===== src/rtl/regfile_wb_arbiter_if.sv =====
`default_nettype none
//------------------------------------------------------------------------------
// Module   : regfile_wb_arbiter_if
// Brief    : Writeback request bus, register-file write drive and scoreboard
//            reserve/check signals shared between pipeline and arbiter.
// Revision : 1.0
//------------------------------------------------------------------------------
interface regfile_wb_arbiter_if #(
    parameter int NREQ = 3
);
    logic                 hold;
    logic [NREQ-1:0]      req_valid;
    logic [5*NREQ-1:0]    req_reg;
    logic [32*NREQ-1:0]   req_data;
    logic [NREQ-1:0]      req_ready;
    logic                 wb_en;
    logic [4:0]           wb_reg;
    logic [31:0]          wb_data;
    logic                 rsv_en;
    logic [4:0]           rsv_reg;
    logic [4:0]           chk_regA;
    logic [4:0]           chk_regB;
    logic                 busyA;
    logic                 busyB;

    // Pipeline / issue side
    modport master (
        output hold, req_valid, req_reg, req_data, rsv_en, rsv_reg, chk_regA, chk_regB,
        input  req_ready, wb_en, wb_reg, wb_data, busyA, busyB
    );

    // Arbiter side
    modport slave (
        input  hold, req_valid, req_reg, req_data, rsv_en, rsv_reg, chk_regA, chk_regB,
        output req_ready, wb_en, wb_reg, wb_data, busyA, busyB
    );
endinterface
`default_nettype wire


===== src/rtl/regfile_wb_arbiter.sv =====
`default_nettype none
//------------------------------------------------------------------------------
// Module   : regfile_wb_arbiter
// Brief    : Round-robin arbiter for the single register-file write port, with
//            a 32-entry pending-write scoreboard for issue stalls.
// Revision : 1.0
//------------------------------------------------------------------------------
module regfile_wb_arbiter #(
    parameter int NREQ  = 3,
    parameter int PTR_W = 3
) (
    input  wire                    clock,
    input  wire                    ctrl_reset,
    regfile_wb_arbiter_if.slave    bus
);

    logic [PTR_W-1:0] r_rr_ptr;
    logic             r_wb_en;
    logic [4:0]       r_wb_reg;
    logic [31:0]      r_wb_data;
    logic [31:0]      r_pending;

    logic [NREQ-1:0]  w_ready;
    logic             w_found;
    logic [PTR_W-1:0] w_gidx;
    logic [PTR_W-1:0] w_next_ptr;
    logic [4:0]       w_sel_reg;
    logic [31:0]      w_sel_data;
    logic [31:0]      w_clr_mask;
    logic [31:0]      w_set_mask;
    logic [31:0]      w_pending_next;

    // Search order starts at the pointer; j is matched against the rotated slot
    // so every select uses a constant index after unrolling.
    always_comb begin
        w_ready = '0;
        w_found = 1'b0;
        w_gidx  = '0;
        for (int i = 0; i < NREQ; i++) begin
            for (int j = 0; j < NREQ; j++) begin
                if (!w_found && !bus.hold && bus.req_valid[j] &&
                    (((int'(r_rr_ptr) + i) % NREQ) == j)) begin
                    w_found    = 1'b1;
                    w_ready[j] = 1'b1;
                    w_gidx     = PTR_W'(j);
                end
            end
        end
    end

    always_comb begin
        w_sel_reg  = '0;
        w_sel_data = '0;
        for (int j = 0; j < NREQ; j++) begin
            if (w_ready[j]) begin
                w_sel_reg  = bus.req_reg[5*j +: 5];
                w_sel_data = bus.req_data[32*j +: 32];
            end
        end
    end

    assign w_next_ptr = (w_gidx == PTR_W'(NREQ - 1)) ? '0 : w_gidx + PTR_W'(1);

    always_ff @(posedge clock or posedge ctrl_reset) begin
        if (ctrl_reset) begin
            r_rr_ptr  <= '0;
            r_wb_en   <= 1'b0;
            r_wb_reg  <= '0;
            r_wb_data <= '0;
        end else if (w_found) begin
            r_rr_ptr  <= w_next_ptr;
            // A grant for r0 is consumed but never reaches the register file
            r_wb_en   <= (w_sel_reg != 5'd0);
            r_wb_reg  <= w_sel_reg;
            r_wb_data <= w_sel_data;
        end else begin
            r_wb_en   <= 1'b0;
        end
    end

    // Clear for the landing write, then set for a new reservation so that a
    // same-edge re-reservation keeps the register busy.
    always_comb begin
        w_clr_mask = '0;
        w_set_mask = '0;
        if (r_wb_en) begin
            w_clr_mask[r_wb_reg] = 1'b1;
        end
        if (bus.rsv_en && (bus.rsv_reg != 5'd0)) begin
            w_set_mask[bus.rsv_reg] = 1'b1;
        end
        w_pending_next = ((r_pending & ~w_clr_mask) | w_set_mask) & ~32'd1;
    end

    always_ff @(posedge clock or posedge ctrl_reset) begin
        if (ctrl_reset) begin
            r_pending <= '0;
        end else begin
            r_pending <= w_pending_next;
        end
    end

    assign bus.req_ready = w_ready;
    assign bus.wb_en     = r_wb_en;
    assign bus.wb_reg    = r_wb_reg;
    assign bus.wb_data   = r_wb_data;
    assign bus.busyA     = r_pending[bus.chk_regA];
    assign bus.busyB     = r_pending[bus.chk_regB];

endmodule
`default_nettype wire


===== src/flat_wrapper.sv =====
// flat-port wrapper written by rule: the top's interface ports become plain ports
module regfile_wb_arbiter_flat 
#(
    parameter int NREQ  = 3,
    parameter int PTR_W = 3
)
  (clock, ctrl_reset, bus_hold, bus_req_valid, bus_req_reg, bus_req_data, bus_rsv_en, bus_rsv_reg, bus_chk_regA, bus_chk_regB, bus_req_ready, bus_wb_en, bus_wb_reg, bus_wb_data, bus_busyA, bus_busyB);
  regfile_wb_arbiter_if #(.NREQ(NREQ)) bus_i ();
  input  wire clock;
  input  wire ctrl_reset;
  input wire logic [$bits(bus_i.hold)-1:0] bus_hold;
  input wire logic [$bits(bus_i.req_valid)-1:0] bus_req_valid;
  input wire logic [$bits(bus_i.req_reg)-1:0] bus_req_reg;
  input wire logic [$bits(bus_i.req_data)-1:0] bus_req_data;
  input wire logic [$bits(bus_i.rsv_en)-1:0] bus_rsv_en;
  input wire logic [$bits(bus_i.rsv_reg)-1:0] bus_rsv_reg;
  input wire logic [$bits(bus_i.chk_regA)-1:0] bus_chk_regA;
  input wire logic [$bits(bus_i.chk_regB)-1:0] bus_chk_regB;
  output wire logic [$bits(bus_i.req_ready)-1:0] bus_req_ready;
  output wire logic [$bits(bus_i.wb_en)-1:0] bus_wb_en;
  output wire logic [$bits(bus_i.wb_reg)-1:0] bus_wb_reg;
  output wire logic [$bits(bus_i.wb_data)-1:0] bus_wb_data;
  output wire logic [$bits(bus_i.busyA)-1:0] bus_busyA;
  output wire logic [$bits(bus_i.busyB)-1:0] bus_busyB;
  assign bus_i.hold = bus_hold;
  assign bus_i.req_valid = bus_req_valid;
  assign bus_i.req_reg = bus_req_reg;
  assign bus_i.req_data = bus_req_data;
  assign bus_i.rsv_en = bus_rsv_en;
  assign bus_i.rsv_reg = bus_rsv_reg;
  assign bus_i.chk_regA = bus_chk_regA;
  assign bus_i.chk_regB = bus_chk_regB;
  assign bus_req_ready = bus_i.req_ready;
  assign bus_wb_en = bus_i.wb_en;
  assign bus_wb_reg = bus_i.wb_reg;
  assign bus_wb_data = bus_i.wb_data;
  assign bus_busyA = bus_i.busyA;
  assign bus_busyB = bus_i.busyB;
  regfile_wb_arbiter #(.NREQ(NREQ), .PTR_W(PTR_W)) u_core (.clock(clock), .ctrl_reset(ctrl_reset), .bus(bus_i));
endmodule

===== config.mk =====
export PLATFORM = sky130hd
export DESIGN_NAME = regfile_wb_arbiter_flat
export DESIGN_NICKNAME = d
export VERILOG_FILES = /design/src/rtl/regfile_wb_arbiter_if.sv /design/src/rtl/regfile_wb_arbiter.sv /design/src/flat_wrapper.sv
export SDC_FILE = /design/constraint.sdc
export NUM_CORES = 1
export LEC_CHECK = 0
export CAP_MARGIN = 20
export CORE_ASPECT_RATIO = 0.6
export CORE_MARGIN = 1.5
export CORE_UTILIZATION = 40
export CTS_CLUSTER_SIZE = 28
export DETAILED_ROUTE_END_ITERATION = 16
export PLACE_DENSITY_LB_ADDON = 0.2
export REMOVE_ABC_BUFFERS = 1
export SYNTH_ARGS = -nofsm -noshare
export SYNTH_HDL_FRONTEND = slang
export SYNTH_SLANG_ARGS = --single-unit

===== constraint.sdc =====
create_clock -name clock -period 4.6 [get_ports clock]
set_input_delay 0.92 -clock clock [delete_from_list [all_inputs] [get_ports clock]]
set_output_delay 0.92 -clock clock [all_outputs]
set_load 0.05 [all_outputs]

* Word level (Yosys, flattened, before mapping)
Cells that the tools add are included.
** Word-level totals
- Input bits :: 133
- Word-level logic and storage cells :: 113
- Output and inout bits :: 43
- Register bits after elaboration :: 72
** Operators by class
- Reductions and logical operators :: 43
- Equal/unequal tests :: 7
- Order comparisons :: 6
- Div/mod/pow operators :: 3
- Muxes and demuxes :: 43
- Bitwise gates (word level) :: 3
- Add/sub/neg operators :: 3
** Operators by type and width (count)
- 2-to-1 mux 32 bit :: 5
- equality test 32 x 2 -> 1 bit, second input constant :: 3
- equality test 32 x 3 -> 1 bit, second input constant :: 3
- zero test 32 bit :: 3
- modulo 32 x 3 -> 32 bit, second input constant :: 2
- AND 32 bit :: 1
- modulo 4 x 3 -> 32 bit, second input constant :: 1
- inverter 32 bit :: 1
- OR 32 bit :: 1
- logical AND 1 bit :: 29
- less-than comparator 5 x 6 -> 1 bit, second input constant :: 4
- 2-to-1 mux 1 bit :: 23
- 2-to-1 mux 5 bit :: 3
- 2-to-1 mux 2 bit :: 7
- binary-select mux 1 bit (select 5 bit) :: 2
- demux 1 bit (select 5 bit) :: 2
- greater-or-equal comparator 5 x 1 -> 1 bit, second input constant :: 2
- nonzero test 5 bit :: 2
- zero test 1 bit :: 9
- adder 3 x 1 -> 4 bit, second input constant :: 1
- adder 3 x 2 -> 4 bit, second input constant :: 1
- adder 2 x 1 -> 3 bit, second input constant :: 1
- 2-to-1 mux 3 bit :: 1
- equality test 2 bit, second input constant :: 1

* Longest topological paths before layout
Gate-level depths: netlist of the first run.
- Depth in word-level cells :: 47
- Gate-level depth with buffers :: 17
- Gate-level depth less buffers :: 16

* Worst setup path before layout of the first run
Ideal clock, no wire load.
- Path type :: reg-to-output
- From :: register u_core.r_rr_ptr[0]
- To :: output bus_req_ready[0]
- Buffers on the path :: 4
- Arrival time :: 3.831 ns
- Stages on the path, launching flop included :: 15
- Path slack :: -0.151 ns
- Required time :: 3.680 ns
- Cell sequence :: dfrtp_1 -> buf_2 -> buf_1 -> inv_1 -> ha_1 -> ha_1 -> inv_1 -> ha_1 -> o21ai_2 -> or4_4 -> a21o_1 -> o31ai_1 -> a21o_1 -> buf_2 -> buf_1
** Between the ends
- Longest elaborated chain between the ends :: 34
- Elaborated cells between the ends (all ways) :: 45
- Those cells by class :: add/sub: 2; div: 3; eq/ne: 4; mux: 8; reduce/logical: 28
** Ends and longest elaborated chain
- from (decl) :: RTL line regfile_wb_arbiter.sv:17 : logic [PTR_W-1:0] r_rr_ptr;
- from (signal assigned) :: RTL line regfile_wb_arbiter.sv:71 : r_rr_ptr <= w_next_ptr;
- parallel branches: the longest is 33 deep, another holds modulo 32 x 3 -> 32 bit
- 2-to-1 mux 1 bit (*) :: RTL line regfile_wb_arbiter.sv:41 : if (!w_found && !bus.hold && bus.req_valid[j] &&
- to (decl) :: RTL line flat_wrapper.sv:19 : output wire logic [$bits(bus_i.req_ready)-1:0] bus_req_ready;
Every way passes the cells marked *.

* Final worst setup path of the first run
- From :: register u_core.r_rr_ptr[1]
- To :: output bus_req_ready[2]
** Between the ends
- Longest elaborated chain between the ends :: 44
- Elaborated cells between the ends (all ways) :: 58
- Those cells by class :: add/sub: 2; div: 3; eq/ne: 6; mux: 11; reduce/logical: 36
** Ends and longest elaborated chain (RTL line)
- parallel branches: the longest is 43 deep, another holds modulo 32 x 3 -> 32 bit
- 2-to-1 mux 1 bit (*) :: regfile_wb_arbiter.sv:41
Marked as above.

==> results of run 1 <==
cell usage in the layout, fill, tap and decap left out, types with 4 or more instances in the layout:
master / instances
ha_1: 13
clkbuf_16: 9
or3b_2: 5
nand3_1: 11
nor2_1: 12
nand3b_1: 13
a21oi_1: 6
a222oi_1: 35
inv_1: 13
a21o_1: 4
nand2_1: 94
mux2_2: 4
mux4_2: 18
o21ai_0: 72
dfrtp_1: 70
clkdlybuf4s50_1: 170
ha_2: 4
buf_4: 14
path summary, 6_finish.rpt:
kind                                     endpoint  cells after the start
max in group asynchronous     u_core.r_pending[2]                      3
min in group asynchronous  u_core.bus.wb_data[23]                      2
max reg2reg                      u_core.bus.wb_en                     15
min                         u_core.bus.wb_data[2]                      2
max                              bus_req_ready[2]                     12
min reg2reg                 u_core.bus.wb_data[2]                      2
cells by family (layout without fill, tap and decap cells):
| kind of cell | after synthesis | after routing |
|---|---|---|
| adder cells (fa/ha/maj) | 21 | 21 |
| other | 1 | 1 |
| multiplexers | 25 | 25 |
| AND/OR/NAND/NOR | 160 | 160 |
| flip-flops | 72 | 72 |
| buffers and inverters | 43 | 218 |
| AO/OA/AOI/OAI | 153 | 153 |
| XOR/XNOR | 5 | 5 |
power by group through the flow:
| stage | clock network [mW] | registers (mW) | logic [mW] |
|---|---|---|---|
| floorplan | 0 | 1.72 | 1.56 |
| global placement | 0 | 1.24 | 3.13 |
| detailed placement | 0 | 1.24 | 3.18 |
| CTS | 0.695 | 1.24 | 3.20 |
| global route | 0.719 | 1.30 | 3.53 |
| finish | 0.678 | 1.26 | 3.27 |
worst register-to-register path: stages, from the launching register on:
cell	delay, ns
dfrtp_2	0.48
ha_4	0.22
xnor2_4	0.17
a21oi_2	0.13
ha_2	0.22
inv_1	0.07
ha_4	0.28
o21ai_2	0.09
or4_4	0.56
a21o_1	0.19
o31a_1	0.30
a32o_2	0.33
buf_4	0.29
a222oi_1	0.35
and3_1	0.21
nand4_1	0.10
metal layers:
| metal | track usage | part of all wire | vias up |
|---|---|---|---|
| met1 | 0.3933 | 0.46 | 2325 |
| met2 | 0.3876 | 0.43 | 297 |
| met5 | 0 | 0 | - |
| met4 | 0.07591 | 0.012 | 0 |
| met3 | 0.06243 | 0.10 | 21 |
| li1 | - | - | 2169 |
per-stage QoR:
step,total power [mW],instance area (um2),utilization
3_3_place_gp,4.361,6579,0.5823
4_1_cts,5.135,6889,0.6097
3_5_place_dp,4.425,6579,0.5823
6_report,5.215,7007,0.6202
5_1_grt,5.544,7007,0.6202
2_1_floorplan,3.287,4514,-
layout make-up:
type	count	area (um2)
fillers	923	4292
multi-input cells	365	2798
repair buffers	187	1867
flip-flops and latches	72	1804
clock buffers	11	242.7
well taps	160	200.2
inverters	15	56.30
clock inverters	5	38.79
timing repair:
item | 4_1_cts | 5_1_grt
gates resized for setup | 7 | 15
setup endpoints to repair | 2 | 3
buffers inserted | 0 | 3
pin swaps | 1 | 1
==> results by stage, run 1 <==
Placement:
- Buffers placed on the I/O ports in this run total 175.
- Detailed placement finished with a half-perimeter wire length of 11900 um.
- In this run, placement finished with an instance count of 796.
- Prior to clock tree synthesis, the placed netlist has a worst setup slack of 0.2507 ns.
- The routability congestion estimate from global placement is 1.015.

Synth:
- Counting flops and latches in the post-synthesis netlist gives 72.
- The cell area that synthesis handed to floorplanning was 4637 um2.
- For this run, asynchronously set or reset flops after synthesis account for 1.000.
- The most instantiated flip-flop cell in the synthesis netlist is dfrtp_1.
- The number of flops mapped to enable cells by yosys is 0.
- dfrtp_1 takes more of the synthesized area than any other cell.
- The share of synthesized area occupied by flip-flops and latches is 0.3886.
- The simple-gate portion of the synthesized area is 0.1646.
- Ranked by instance count, the synthesized netlist is headed by nand2_1, dfrtp_1, o21ai_0.
- The main combinational cell family by area after synthesis is compound AO/OA/AOI/OAI gates.
- The netlist uses 59 different library cells.
- After technology mapping, the gate count stands at 480.
- Averaged over all synthesized cells, the footprint is 9.660 um2.
- The area share of xor/xnor cells in the synthesized design is 0.01106.
- Ranked by total cell area, the synthesized netlist is headed by dfrtp_1, mux4_2, o21ai_0.
- For this run, the number of Yosys warnings is 0.
- The library cell with the highest instance count after synthesis is nand2_1.
- The top cell type's share of synthesized area is 0.3886.
- Of the total synthesized cell area, the portion taken by full adders, half adders and majority gates is 0.05828.
- The complex-gate fraction of the synthesized area came to 0.2345.
- The mux share of post-synthesis cell area is 0.1036.

Setup path:
- In this run the worst path has a maximum fanout of 7.
- STA puts the critical path data required time at 3.68 ns.
- The cell family contributing the most delay on the critical path is compound AO/OA/AOI/OAI gates.
- The signal on the critical path passes through ha_4, xnor2_4, a21oi_2, ha_2, inv_1, ha_4, o21ai_2, or4_4, a21o_1, o31a_1, a32o_2, buf_12.
- The critical path is of the reg -> out type.
- The endpoint class of the critical path is an output pin.
- The startpoint class of the critical path is a register.
- Data on the critical path arrives at its endpoint at 3.54 ns.
- The flop-to-flop setup slack is 0.47 ns.
- Among the stages of the critical path, the cell type that occurs most often is ha_4.
- On the critical path, the stage with the largest delay is an instance of or4_4.
- The number of buffer and inverter instances along the worst setup path is 2.
- In this run the critical register-to-register path is launched from u_core.r_rr_ptr[1].
- The beginning of the critical path is u_core.r_rr_ptr[1].
- In this design, the stage delay of the slowest critical-path cell is 0.56 ns.

Detailed routing:
- The final layout contains routed wiring with a total length of 16080 um.
- The first detailed-routing pass took 8 iterations.
- The initial DRC count is 601.
- After detailed routing, the number of vias per cell comes to 5.904.
- Dividing the detail-routed wire length by the instance count gives 19.73 um.
- The antenna violation net count after detailed routing is 0.
- The number of remaining DRC errors is 0.
- The total via count in the routed design is 4812.

Power and ir drop:
- The internal power of the cells totals 2.656 mW.
- The switching power share of the total is 0.4906.
- Of the total power, combinational logic draws 0.628.
- Dividing total power by cell area gives a power density of 744.2 nW/um2.
- Of the total power, registers draw 0.242.
- VDD sags by at most 0.3310 mV.
- For this design the total switching power over the nets is 2.558 mW.
- The proportion of power drawn by the clock network is 0.130.
- In this run the static leakage power is 2.786 nW.

Floorplan:
- After floorplanning, the core was sized to cover 11300 um2.
- After floorplanning, the core was divided into 30 placement rows.
- The initial utilization of the core area, before any placement, comes to 0.4104.
- The vertical die dimension is 86.40 um.
- The area of the die is 12270 um2.
- The die span in x is 142 um.
- For this design the top-level I/O count stands at 176.

CTS:
- The H-tree was split into 3 levels.
- The clock-pin transition on the worst setup and hold timing paths is 0.06 ns.
- The source-to-sink clock delay at the later pin of the worst-skew pair is 0.34 ns.
- Counting every sink on the clock net gives 72.
- The number of hold buffers added after cts is 0.
- The clock passes through at most 2 buffers.
- TritonCTS built the clock tree.
- In this run, CTS created clock tree buffers numbering 9.
- The clock root buffer is clkbuf_16.

Global route:
- The number of global-route vias before repair was 4695.
- For this run, the total global-route usage over all layers was measured as 0.2656.
- The pin count of the biggest net entering global routing is 46.
- The first global-routing pass estimated 25210 um of wire.
- The final global-route overflow total is 0.
- The number of antenna violations at the first check in global routing came to 0.

STA:
- Setup violations remaining at the end of the flow were counted as 0.
- The number of pins with negative max-slew slack in the final report was 0.
- The sum of negative setup slack is 0 ns.
- At the pin with the least slew margin, the transition time is 0.8685 ns.
- The relative max-transition margin is 0.4210.
- The clock period could shrink to 4.459 ns.
- Across the routed clock network, the largest skew measured is 0.006001 ns.
- The peak clock frequency supported by timing is 224.3 MHz.
- In the finished design, the share of the clock period the worst path needs comes to 0.9693.
- The final-layout worst hold slack is 0.5030 ns.
- Setup repair after global routing left no endpoint under its margin.
- Once routing completed, OpenROAD measured the worst setup slack at 0.1411 ns.
- The final hold violation count is 0.

Flow run:
- The number of maximum-capacitance constraint violations is 0.

Run status:
- The flow ran to the end, and the final reports show no timing, DRC or antenna violations.

Hold path:
- The type of the tightest min-delay check is reg -> reg.
- The startpoint identified for the worst hold timing path is u_core.bus.wb_data[2].

Layout:
- Of the cells placed in the final design, the portion with a size suffix greater than 1 is 0.1344.
- The register with the most flip-flops in the layout has 32 of them.
- The final layout contains 804 nets.
- The area growth from synthesis to final layout is 51.11%.
- The number of diodes added for antenna fixing is 0.
- The final standard cell count with taps included and fillers excluded is 815.
Power figures use the tool's default switching activity.
==> run 2: changes to the inputs <==
--- a/config.mk
+++ b/config.mk
@@ -8,7 +8,7 @@
 export CAP_MARGIN = 20
 export CORE_ASPECT_RATIO = 0.6
 export CORE_MARGIN = 1.5
-export CORE_UTILIZATION = 40
+export CORE_UTILIZATION = 48
 export CTS_CLUSTER_SIZE = 28
 export DETAILED_ROUTE_END_ITERATION = 16
 export PLACE_DENSITY_LB_ADDON = 0.2
==> constraint.sdc (replaced) <==
create_clock -name clock -period 5.7 [get_ports clock]
set_input_delay 1.14 -clock clock [delete_from_list [all_inputs] [get_ports clock]]
set_output_delay 1.14 -clock clock [all_outputs]
set_load 0.05 [all_outputs]
==> results by stage, run 2 (synthesized netlist as in run 1, its figures left out) <==
Power and ir drop:
- The register share of total power was 0.244 (+0.002).
- The internal power consumption was 2.179 mW (-18%).
- The largest voltage drop on the vdd net is 0.3765 mV (+14%).
- The total power divided by cell area came to 619.2 nW/um2 (-17%).
- The switching power total is 2.046 mW (-20%).
- The total power of the final layout was 4.225 mW (-19%).
- The logic gate share of total power is 0.611 (-0.017).
- The proportion of power drawn by the clock network was 0.146 (+0.016).
- The switching power share of the total is 0.4842 (-0.006462).
- The leakage power total was 2.742 nW (-1.6%).

Setup path:
- The peak fanout along the critical path is 22 (+15).
- The flop-to-flop setup slack is 0.83 ns (+0.36 ns).
- The arrival time of data at the critical path endpoint is 4.15 ns (+0.61 ns).
- The critical path data required time was 4.56 ns (+0.88 ns).
- The depth of the worst register-to-register path is 15 (unchanged).
- The startpoint class of the critical path is a register.
- Among all stages on the critical path, the largest delay is contributed by dfrtp_1.
- The worst stage delay on the critical path is 0.82 ns (+0.26 ns).
- The worst register-to-register path begins at u_core.r_rr_ptr[0].
- In this run the critical register-to-register path is captured at u_core.bus.wb_en.
- Traced cell by cell, the critical path runs through ha_1, xor2_2, a31oi_2, xnor2_1, ha_1, inv_1, o2111a_1, a21bo_2, a221oi_2, o21bai_1, a32o_1, buf_12.
- The critical setup path kind is reg -> out.
- The most numerous cell type found on the critical path is ha_1.
- The endpoint class of the critical path is an output pin.

Layout:
- The number of flip-flops under the largest register name is 32 (unchanged).
- The number of fillers in the final layout is 637 (-31%).
- The library cell used most frequently in the layout, excluding fill and tap cells, is clkdlybuf4s50_1.
- In the layout the commonest cells are clkdlybuf4s50_1, nand2_1, o21ai_0, dfrtp_1, a222oi_1.
- The final design area excluding fillers is 6823 um2 (-2.6%).
- The share of cells above drive strength 1 is 0.09428 (-0.04007).
- The number of diodes added for antenna fixing is 0 (unchanged).
- The number of nets in the layout is 797 (-0.87%).
- The area growth from synthesis to final layout is 47.14%.

Floorplan:
- The I/O pin count is 176 (unchanged).
- The starting density of the core was 0.4991 (+0.08871).
- The vertical die dimension is 79.13 um (-8.4%).
- The floorplan core area is 9290 um2 (-18%).
- The die span in x was 129.9 um (-8.5%).
- The standard-cell row count is 27 (-10%).
- The area of the die is 10280 um2 (-16%).

Run status:
- The flow ran to the end, and the final reports show no timing, DRC or antenna violations.

CTS:
- The clock root buffer is clkbuf_16.
- TritonCTS built the clock tree.
- The post-CTS setup repair buffer count was 0 (unchanged).
- The maximum clock path buffer count is 2 (unchanged).
- The clock-pin transition on the worst setup and hold timing paths was 0.06 ns (about the same).
- The number of buffers created by CTS is 9 (unchanged).
- The number of levels the H-tree was split into is 3 (unchanged).
- The number of hold buffers added after cts is 0 (unchanged).
- The CTS sink count is 72 (unchanged).
- The source-to-sink clock delay at the later pin of the worst-skew pair is 0.34 ns (about the same).
- The total of cells resized after clock tree synthesis is 0 (-7).

Global route:
- The pin count of the biggest net entering global routing is 65 (+41%).
- The number of global-route vias before repair was 4958 (+5.6%).
- The global router's overall resource usage is 0.3262 (+0.06064).
- The number of antenna violations at the first check in global routing is 0 (unchanged).
- The first-pass GRT wire length is 25470 um (+1.0%).
- The final global-route overflow total is 0 (unchanged).

Hold path:
- The type of the tightest min-delay check is reg -> reg.
- The hold path depth is 2 (unchanged).
- In this run the most critical hold path is launched from u_core.bus.wb_data[14].
- The worst hold path terminates at u_core.bus.wb_data[14].

Detailed routing:
- The number of remaining DRC errors is 0 (unchanged).
- The first-pass iteration count of the detailed router was 8 (unchanged).
- The average wire per standard cell is 21.17 um (+7.3%).
- The total via count in the routed design is 4936 (+2.6%).
- The initial DRC count is 677 (+13%).
- The post-detailed-route via-to-cell ratio is 6.353 (+7.6%).
- The antenna violation net count after detailed routing was 0 (unchanged).
- The routed wire length is 16450 um (+2.3%).

STA:
- The pin slew with the least headroom to its limit is 0.8267 ns (-0.04180 ns).
- The relative max-transition margin is 0.4489 (+0.02786).
- The peak clock frequency supported by timing is 188.9 MHz.
- The final setup violation count is 0 (unchanged).
- The setup skew after layout is 0.008479 ns (+0.002478 ns).
- The number of pins with negative max-slew slack in the final report was 0 (unchanged).
- The period utilization is 0.9286.
- The sum of negative setup slack is 0 ns (unchanged).
- The final hold violation count is 0 (unchanged).
- The smallest clock period supported by the final layout is computed as 5.293 ns.
- Setup repair after global routing left no endpoint under its margin.

Flow run:
- The number of maximum-capacitance constraint violations is 0 (unchanged).

Placement:
- The cell area after placement is 6502 um2 (-1.2%).
- The count of port buffers added during placement is 175 (unchanged).
- The routability congestion estimate from global placement was 0.9755 (-3.9%).
- The HPWL after detailed placement came to 12090 um (+1.6%).
-- run 2: stage by stage --
stage | util | hold WS (ns) | setup slack (ns) | std cells
final | 0.7344 | 0.5064 | 0.4070 | 777
after global routing | 0.7344 | 0.5303 | 0.1299 | 777
after CTS | 0.7344 | 0.5071 | 0.4651 | 777
after detailed placement | 0.6999 | 0.4929 | 0.5404 | 762
after global placement | 0.6999 | 0.4875 | 0.6116 | 762
after floorplan | - | 0.4812 | 0.4699 | 452
-- run 2: worst max-delay path by stage --
stage | slack [ns] | to | depth (start not counted) | startpoint
4_1_cts | 0.47 | bus_req_ready[2] | 12 | u_core.r_rr_ptr[0]
5_1_grt | 0.13 | bus_req_ready[2] | 12 | u_core.r_rr_ptr[0]
2_1_floorplan | 0.47 | bus_req_ready[1] | 11 | u_core.r_rr_ptr[2]
3_5_place_dp | 0.54 | bus_busyA | 5 | bus_chk_regA[0]
3_3_place_gp | 0.61 | bus_busyA | 5 | bus_chk_regA[0]
6_report | 0.41 | bus_req_ready[2] | 12 | u_core.r_rr_ptr[0]
-- run 2: final cells by class --
cell class | count | area [um2] | area share
Clock buffer | 11 | 242.7 | 0.03558
Tap cell | 130 | 162.7 | 0.02384
Sequential cell | 72 | 1802 | 0.2641
Multi-Input combinational cell | 365 | 2675 | 0.3921
Timing Repair Buffer | 180 | 1807 | 0.2648
Clock inverter | 4 | 77.57 | 0.01137
Inverter | 15 | 56.30 | 0.008252
-- run 2: per-layer routing --
layer	vias to the layer above	track usage	routed length (um)
met4	0	0.09667	285
met5	-	0	0
met2	352	0.5228	7442
met1	2383	0.4319	6788
met3	39	0.09232	1929
li1	2162	-	-
-- run 2: power by group through the flow --
stage	sequential (mW)	clock (mW)	combinational (mW)
floorplan	1.39	0	1.26
global placement	1.01	0	2.45
detailed placement	1.02	0	2.54
CTS	1.02	0.620	2.56
global route	1.05	0.644	2.77
finish	1.03	0.615	2.58
-- run 2: critical path, delay by kind of cell, from the launching register on --
kind	cells	cell delay [ns]
adder cells (fa/ha/maj)	2	0.66
XOR/XNOR	2	0.66
AO/OA/AOI/OAI	6	1.42
flip-flops	1	0.82
buffers and inverters	2	0.25
==> run 3: changes to the inputs <==
--- a/config.mk
+++ b/config.mk
@@ -8,10 +8,10 @@
 export CAP_MARGIN = 20
 export CORE_ASPECT_RATIO = 0.6
 export CORE_MARGIN = 1.5
-export CORE_UTILIZATION = 48
+export CORE_UTILIZATION = 41
 export CTS_CLUSTER_SIZE = 28
 export DETAILED_ROUTE_END_ITERATION = 16
-export PLACE_DENSITY_LB_ADDON = 0.2
+export PLACE_DENSITY = 0.77
 export REMOVE_ABC_BUFFERS = 1
 export SYNTH_ARGS = -nofsm -noshare
 export SYNTH_HDL_FRONTEND = slang
==> constraint.sdc (replaced) <==
create_clock -name clock -period 4.6 [get_ports clock]
set_input_delay 0.92 -clock clock [delete_from_list [all_inputs] [get_ports clock]]
set_output_delay 0.92 -clock clock [all_outputs]
set_load 0.05 [all_outputs]
==> results by stage, run 3 (synthesized netlist as in run 1, its figures left out) <==
STA:
- The pin slew with the least headroom to its limit is 0.8600 ns (+0.03333 ns).
- Dividing the final minimum period by the clock period gives 0.9793.
- The clock period could shrink to 4.505 ns.
- The number of pins with negative max-slew slack in the final report is 0 (unchanged).
- The setup skew after layout is 0.006047 ns (-0.002433 ns).
- The relative max-transition margin is 0.4267 (-0.02222).
- Setup repair after global routing could not meet its margin everywhere.
- The peak clock frequency supported by timing is 222.0 MHz.
- The final hold violation count was 0 (unchanged).
- The final setup violation count was 0 (unchanged).

Setup path:
- The startpoint class of the critical path is a register.
- The critical path ends at bus_req_ready[1].
- The signal on the critical path passes through clkinvlp_4, ha_1, inv_1, ha_1, o21a_1, a311oi_1, a21oi_1, nor4b_1, o21ai_0, o31ai_2, o2bb2ai_4, buf_12.
- The worst setup path is captured at an output pin.
- The slowest stage of the critical path belongs to the cell dfrtp_2.
- The total stage count of the critical path is 12 (unchanged).
- The worst stage delay on the critical path is 0.48 ns (-0.34 ns).
- The flop-to-flop setup slack is 0.41 ns (-0.42 ns).
- Broken down by cell family, the worst path's largest delay share belongs to compound AO/OA/AOI/OAI gates.
- The critical path data required time was 3.68 ns (-0.88 ns).
- The critical path starts at u_core.r_rr_ptr[1].
- The depth of the worst register-to-register path is 14 (-1).
- The most used cell along the critical path is ha_1.
- The capture point of the worst reg-to-reg path is u_core.bus.wb_en.
- The peak fanout along the critical path is 7 (-68%).
- The arrival time of data at the critical path endpoint was 3.58 ns (-0.57 ns).
- The critical setup path kind is reg -> out.
- The startpoint of the worst register-to-register path is u_core.r_rr_ptr[1].
- The number of buffer and inverter instances along the worst setup path is 3 (+1).

CTS:
- The number of hold buffers added after cts is 0 (unchanged).
- The maximum clock path buffer count is 2 (unchanged).
- The clock-pin transition on the worst setup and hold timing paths is 0.06 ns (about the same).
- The number of buffers created by CTS is 9 (unchanged).
- The source-to-sink clock delay at the later pin of the worst-skew pair came to 0.34 ns (about the same).
- The number of levels the H-tree was split into is 3 (unchanged).
- TritonCTS built the clock tree.
- The CTS sink count is 72 (unchanged).
- Clock tree synthesis selected as its root buffer the cell clkbuf_16.

Global route:
- The number of global-route vias before repair is 4751 (-4.2%).
- The pin count of the biggest net entering global routing came to 68 (+4.6%).
- The final global-route overflow total was 0 (unchanged).
- The global router's overall resource usage is 0.2705 (-0.05571).
- The number of antenna violations at the first check in global routing was 0 (unchanged).
- The first-pass GRT wire length is 25050 um (-1.7%).

Placement:
- The routability congestion estimate from global placement was 0.9451 (-3.1%).
- The count of port buffers added during placement came to 175 (unchanged).
- The cell area after placement is 6536 um2 (+0.52%).
- The HPWL after detailed placement came to 11900 um (-1.6%).

Detailed routing:
- The post-detailed-route via-to-cell ratio is 6.174 (-2.8%).
- The average wire per standard cell is 20.53 um (-3.0%).
- The routed wire length is 16300 um (-0.89%).
- The antenna violation net count after detailed routing came to 0 (unchanged).
- The total via count in the routed design is 4902 (-0.69%).
- The first-pass iteration count of the detailed router is 8 (unchanged).
- The number of remaining DRC errors was 0 (unchanged).
- The initial DRC count was 577 (-15%).

Run status:
- The flow ran to the end, and the final reports show no timing, DRC or antenna violations.

Flow run:
- The number of maximum-capacitance constraint violations is 0 (unchanged).

Floorplan:
- The die span in x is 140.3 um (+8.0%).
- The standard-cell row count is 29 (+7.4%).
- The I/O pin count was 176 (unchanged).
- The vertical die dimension is 85.38 um (+7.9%).
- The floorplan core area is 10780 um2 (+16%).
- The starting density of the core is 0.4303 (-0.06884).
- The area of the die came to 11980 um2 (+17%).

Power and ir drop:
- The total power divided by cell area is 761.6 nW/um2 (+23%).
- The largest voltage drop on the vdd net was 0.4257 mV (+13%).
- The leakage power total is 2.798 nW (+2.0%).

Layout:
- The number of nets in the layout was 805 (+1.0%).
- The final design area excluding fillers is 7012 um2 (+2.8%).
- The utilization after layout is 0.6506 (-0.08377).
- The share of cells above drive strength 1 is 0.1344 (+0.04007).
- The number of flip-flops under the largest register name is 32 (unchanged).
- The library cell used most frequently in the layout, excluding fill and tap cells, is clkdlybuf4s50_1.
- The number of diodes added for antenna fixing is 0 (unchanged).
- The area growth from synthesis to final layout is 51.21%.
- Leaving out fill and tap cells, the most frequent cells in the layout are clkdlybuf4s50_1, nand2_1, o21ai_0.

Hold path:
- The type of the tightest min-delay check is reg -> reg.
run 3: cell count changes in the layout (fill, tap and decap cells not counted), moves of 3 or more:
| cell | change |
|---|---|
| buf_4 | +9 |
| ha_1 | -8 |
| ha_2 | +5 |
| ha_4 | +3 |
run 3: what timing repair did:
item                       CTS  global route
resized for setup            7            15
setup endpoints to repair    3             3
pin swaps                    1             2
buffers inserted             0             6
run 3: power by group:
group / switching (mW) / leakage (nW) / internal (mW) / total (mW)
sequential: 0.303 / 0.840 / 0.965 / 1.27
clock: 0.275 / 0.149 / 0.473 / 0.748
combinational: 2.01 / 1.81 / 1.32 / 3.32
total: 2.59 / 2.80 / 2.75 / 5.34
run 3: cell type report:
cell class                 count  area (um2)
tap                          139       173.9
inverter                      15       60.06
fill                         832        3765
clock inverter                 5       81.33
clock buffer                  10       229.0
timing repair buffer         188        1874
multi-input combinational    365        2789
sequential                    72        1804
run 3: worst min-delay path by stage:
| stage | from | end | slack (ns) | cells after the start |
|---|---|---|---|---|
| finish | u_core.bus.wb_data[6] | u_core.bus.wb_data[6] | 0.51 | 2 |
| global route | u_core.bus.wb_data[4] | u_core.bus.wb_data[4] | 0.54 | 2 |
| CTS | u_core.bus.wb_data[14] | u_core.bus.wb_data[14] | 0.51 | 2 |
| detailed placement | u_core.bus.wb_data[14] | u_core.bus.wb_data[14] | 0.50 | 2 |
| global placement | u_core.bus.wb_data[15] | u_core.bus.wb_data[15] | 0.49 | 2 |
| floorplan | u_core.r_pending[6] | u_core.r_pending[6] | 0.48 | 2 |
run 3: metal layers:
metal,routed length [um],vias up,GRT usage
met5,0,-,0
met4,208,0,0.06603
met3,1904,28,0.08296
met2,7059,343,0.4073
met1,7127,2357,0.3818
li1,-,2174,-
run 3: through the flow:
| stage | setup TNS [ns] | total power [mW] | instances | hold WS [ns] | setup slack, ns |
|---|---|---|---|---|---|
| 5_1_grt | -0.09942 | 5.637 | 794 | 0.5378 | -0.07694 |
| 6_report | 0 | 5.340 | 794 | 0.5079 | 0.09543 |
| 3_5_place_dp | 0 | 4.451 | 773 | 0.4969 | 0.2137 |
| 2_1_floorplan | -0.9918 | 3.287 | 452 | 0.4812 | -0.4101 |
| 4_1_cts | 0 | 5.247 | 788 | 0.5147 | 0.002081 |
| 3_3_place_gp | 0 | 4.333 | 773 | 0.4901 | 0.4268 |
run 3: tightest hold or removal path, cell delays in order, from the launching register on:
cell and delay [ns]:
dfrtp_1 0.34, a222oi_1 0.07, nand2_1 0.07
